[src/rtl/piso_serializer.sv]
// piso_serializer: parallel-in serial-out transmitter.
// Accepts a WIDTH-bit word over a valid/ready handshake and shifts it out
// MSB first, one bit per clock, with a qualifying valid strobe and a
// last-bit marker. A new word can be taken in the last-bit cycle so that
// consecutive frames leave no gap on the serial line.
module piso_serializer #(
  parameter int WIDTH = 4
) (
  input  logic             clk,
  input  logic             reset,
  input  logic [WIDTH-1:0] din,
  input  logic             load_valid,
  output logic             load_ready,
  output logic             sout,
  output logic             sout_valid,
  output logic             last,
  output logic             busy
);

  localparam int CW = $clog2(WIDTH);

  typedef enum logic {
    IDLE  = 1'b0,
    SHIFT = 1'b1
  } state_t;

  state_t           state, state_nxt;
  logic [WIDTH-1:0] shreg, shreg_nxt;
  logic [CW-1:0]    cnt, cnt_nxt;
  logic             accept;

  // State, shift register and bit counter; reset drops any frame in flight.
  always_ff @(posedge clk or negedge reset) begin
    if (!reset) begin
      state <= IDLE;
      shreg <= '0;
      cnt   <= '0;
    end else begin
      state <= state_nxt;
      shreg <= shreg_nxt;
      cnt   <= cnt_nxt;
    end
  end

  // Next-state logic: load on accept, otherwise shift and count down.
  always_comb begin
    state_nxt = state;
    shreg_nxt = shreg;
    cnt_nxt   = cnt;
    accept    = load_valid && load_ready;
    unique case (state)
      IDLE: begin
        if (accept) begin
          state_nxt = SHIFT;
          shreg_nxt = din;
          cnt_nxt   = CW'(WIDTH - 1);
        end
      end
      SHIFT: begin
        if (cnt == '0) begin
          // Last bit on the wire: either chain the next word or go idle.
          if (accept) begin
            shreg_nxt = din;
            cnt_nxt   = CW'(WIDTH - 1);
          end else begin
            state_nxt = IDLE;
            shreg_nxt = '0;
            cnt_nxt   = '0;
          end
        end else begin
          shreg_nxt = {shreg[WIDTH-2:0], 1'b0};
          cnt_nxt   = cnt - CW'(1);
        end
      end
      default: begin
        state_nxt = IDLE;
        shreg_nxt = '0;
        cnt_nxt   = '0;
      end
    endcase
  end

  // Outputs decoded purely from registered state (no path from din/load_valid).
  always_comb begin
    load_ready = 1'b1;
    sout       = 1'b0;
    sout_valid = 1'b0;
    last       = 1'b0;
    busy       = 1'b0;
    unique case (state)
      IDLE: begin
        load_ready = 1'b1;
      end
      SHIFT: begin
        sout       = shreg[WIDTH-1];
        sout_valid = 1'b1;
        busy       = 1'b1;
        last       = (cnt == '0);
        load_ready = (cnt == '0);
      end
      default: begin
        load_ready = 1'b1;
      end
    endcase
  end

endmodule

[config.mk]
export PLATFORM = sky130hd
export DESIGN_NAME = piso_serializer
export DESIGN_NICKNAME = d
export VERILOG_FILES = /design/src/rtl/piso_serializer.sv
export SDC_FILE = /design/constraint.sdc
export NUM_CORES = 1
export LEC_CHECK = 0
export BUFFER_PORTS_ARGS = -buffer_cell sky130_fd_sc_hd__clkbuf_2
export CAP_MARGIN = 20
export CORE_AREA = 2 2 39 41
export DETAILED_ROUTE_END_ITERATION = 6
export DIE_AREA = 0 0 41 43
export GPL_TIMING_DRIVEN = 0
export PLACE_DENSITY = 0.58
export SETUP_SLACK_MARGIN = 0.2
export SLEW_MARGIN = 20
export SYNTH_ARGS = -nofsm -noshare
export SYNTH_HDL_FRONTEND = slang
export SYNTH_SLANG_ARGS = --single-unit
[constraint.sdc]
create_clock -name clk -period 1.4 [get_ports clk]
set_clock_uncertainty 0.1 [all_clocks]
set_input_delay 0.28 -clock clk [delete_from_list [all_inputs] [get_ports clk]]
set_output_delay 0.28 -clock clk [all_outputs]
set_load 0.02 [all_outputs]
---- After elaboration in Yosys (flattened, before gate mapping) ----
Cells that the tools add are included.
word-level totals
  output and inout port bits .............. 5
  word-level logic and storage cells ...... 23
  input bits .............................. 7
  register bits ........................... 7
operators by class
  muxes and demuxes ....................... 15
  equality and inequality tests ........... 1
  reductions and logical operators ........ 2
  bitwise gates (word level) .............. 1
  add/subtract/negate cells ............... 1
operators with widths
  operator             number
  $mux 4               3
  $pmux 4 s2           1
  $mux 2               3
  $mux 1               5
  $pmux 1 s2           2
  $pmux 2 s2           1
  $logic_not 2->1      1
  $ne 2x2->1 const B   1
  $sub 2x1->2 const B  1
  $logic_and 1x1->1    1
  $not 1->1            1

---- Depth between registers and ports, before layout ----
  word-level depth ........................ 6
  gate-level depth with buffers ........... 3
  depth with buffers taken out ............ 2

---- Worst setup path after synthesis ----
No wires, ideal clock.
  path kind ............................... reg-to-output
  start point ............................. register state
  end point ............................... output last
  arrival time ............................ 1.052 ns
  required time ........................... 1.020 ns
  path buffers ............................ 0
  path slack .............................. -0.032 ns
  stages on the path, launching flop included .. 2
  path through ............................ dfrtp_1 -> nor3b_1
on the way
  cells in the longest elaborated chain, start to end .. 1
ends and longest elaborated chain
  what                      line  text
  start: declaration        27    state_t state, state_nxt;
  start signal: assignment  39    state <= state_nxt;
  $mux 1                    90    unique case (state)
  end: declaration          16    output logic last,
Every way passes these cells.

---- Worst setup path after layout ----
  start point ............................. register cnt[1]
  end point ............................... output last
on the way
  cells in the longest elaborated chain, start to end .. 2
ends and longest elaborated chain
  what                      line  text
  start: declaration        29    logic [CW-1:0] cnt, cnt_nxt;
  start signal: assignment  41    cnt <= cnt_nxt;
  $logic_not 2->1           98    last = (cnt == '0);
  $mux 1                    90
Every way passes these cells.

==> reports/metrics.cfg <==
[run]
maxCapViolations = 0

[layout]
multi_input_comb_area_um2 = 219
final_cells = 77
utilization_pct = 50.2
fin_area_um2 = 694
nFillCells = 116
final_cell_mix = 8 x buf_6, 7 x buf_4, 6 x dfrtp_1, 5 x clkbuf_2
n_antenna_cell = 0
final_common_cell = buf_6
drive_gt1_share_pct = 60.7
nets = 69
register_area_um2 = 176
synthToLayoutAreaGrowth_pct = 66.7

[worst_setup_path]
arrival_ps = 1100
critPathMaxFanout = 3
crit_top_cell = buf_6
reg2reg_from = cnt[1]$_DFFE_PN0P_
r2r_slack_ps = -30
critical_path_required_ps = 1020
crit_type = register to primary output
cp-end-kind = primary output
timing.rr.end = shreg[3]$_DFFE_PN0P_
start_kind = register
path_cells = buf_6 -> nor3b_4 -> buf_6
slowest_delay_ps = 370
reg2reg_depth = 4
cp_slowest_cell = dfrtp_1

[global_route]
grt_max_degree = 10
grt_pass1_vias = 386
overflow = 0
grt_pass1_wl_um = 1790
grt_usage_pct = 16.3
antenna_found_initial = 0

[timing]
tns_ps = -258
fin_crit_sh_pct = 106
worstMarginPinSlew_ps = 177
fmax_mhz = 676
setup_ws_ps = -78.4
rsz0062_at_grt = true
finalMaxSlewViolations = 0
min_period_ps = 1480
relSlewSlack_pct = 87.9
setup_viol = 7
finalHoldViolations = 0

[yosys]
synth_fp_nets = 44
yosys.area.top_type = dfrtp_1
synthArstFlopShare_pct = 100
avgSynthCellArea_um2 = 11.3
synth_cell_types = 18
synth_enable_flop_cells = 0
syn_inst = 37
synth-seq-cells = 7
ys_warn_count = 0
synth_area_leaders = dfrtp_1 42%, o221ai_2 11%, mux2i_1 9.6%
synth_top_area_share_pct = 42.0
yosysSeqAreaShare_pct = 42.0
synth_area_um2 = 417
synthFlopType = dfrtp_1

[detailed_routing]
dr.pass1.iters = 2
wire_per_inst_um = 14.1
viasPerCell = 4.82
vias = 371
drt_wl_total_um = 1090
detail-route-antenna-nets = 0
drc_errors = 0
drtIter0Drc = 1

[floorplan]
start_util_pct = 30.1
coreArea_um2 = 1380
rows = 14
io_pins = 12
die_x_um = 41
die_h_um = 43
fp.dieArea_um2 = 1760

[hold_path]
min_from = load_valid
hold_depth = 2
hp-class = primary input to register
min_to = state$_DFF_PN0_

[clock_network]
clk-insertion-delay-late_ps = 250
cts_max_level = 1
root_buffer = clkbuf_4
clk_pin_slew_worst_paths_ps = 50
cts.sinks = 7
cts_buffers = 3
cts_tree = yes
clk_path_buf_depth = 2

[power]
peakVddDrop_v = 0.00103
powerDensity_nw_per_um2 = 2350
p_leak_nw = 0.326

[place]
globalplace.congestion = 0.682
dpl_worst_slack_ps = 124
dp.cells = 63
placed_cell_area_um2 = 507
io_buffer_count = 10
dp_hpwl_um = 571

[run_status]
status = finished, violations left
violations = negative setup slack

registers in the layout, indices dropped and copies added, names as in the netlist:
signal	flops
shreg	4
state	1
cnt	2
metal layers:
layer	track usage, %	part of all wire [%]	vias up
li1	-	-	177
met4	6.00	2.1	0
met1	19.4	40	178
met3	9.42	5.8	4
met2	23.4	52	12
met5	0	0	-
cells in the mapped netlist, drive strengths merged, types with 2 or more instances:
| cell type | number |
|---|---|
| dfrtp | 7 |
| buf | 5 |
| inv | 4 |
| mux2i | 4 |
| o211ai | 3 |
| o221ai | 3 |
| a21oi | 2 |
cells by family (layout without fill, tap and decap cells):
group           after synthesis  count (layout)  share of synthesized area (%)
flops                         7               7                           42.0
buf+inv                       9              33                           13.2
compound gates               11              11                           24.6
simple gates                  5               5                           8.41
xor+xnor                      1               1                           2.10
mux                           4               4                           9.61
worst max-delay path: cells and delay by family (launching register included):
kind,cells,cell delay (ps)
and+or+nand+nor,1,210
buffers and inverters,2,270
DFF,1,370
worst max path at each step:
stage,startpoint,end,slack [ps],cells past startpoint
2_1_floorplan,cnt[1]$_DFFE_PN0P_,shreg[1]$_DFFE_PN0P_,160,3
3_3_place_gp,cnt[1]$_DFFE_PN0P_,shreg[3]$_DFFE_PN0P_,130,3
3_5_place_dp,cnt[1]$_DFFE_PN0P_,shreg[1]$_DFFE_PN0P_,120,3
4_1_cts,state$_DFF_PN0_,last,-80,3
5_1_grt,cnt[1]$_DFFE_PN0P_,last,-120,3
6_report,cnt[1]$_DFFE_PN0P_,last,-80,3
final cells by class:
cell class	instances	share of cell area, %
multi-input cells	21	31.5
repair buffers	20	26.7
flip-flops and latches	7	25.4
plain buffers	5	7.57
clock buffers	4	3.78
well taps	16	2.88
inverters	4	2.16
power by group:
| part | switching [W] | internal (W) |
|---|---|---|
| clock network | 0.0000767 | 0.000109 |
| registers | 0.0000485 | 0.000293 |
| logic | 0.000486 | 0.000618 |
| total | 0.000611 | 0.00102 |
through the flow:
stage | power, W | hold WS (ps)
after floorplan | 0.000835 | -116
after global placement | 0.000964 | 30.6
after detailed placement | 0.000972 | 27.0
after CTS | 0.00151 | 178
after global routing | 0.00174 | 183
final | 0.00163 | 181
timing repair:
action                     in CTS  in global routing
hold buffers                    1                  0
setup endpoints to repair       9                 11
gates resized for setup        12                  9
pin swaps                       3                  3
hold endpoints to repair        7                  0
setup buffers                   9                  0
(Power assumes the default switching activity.)
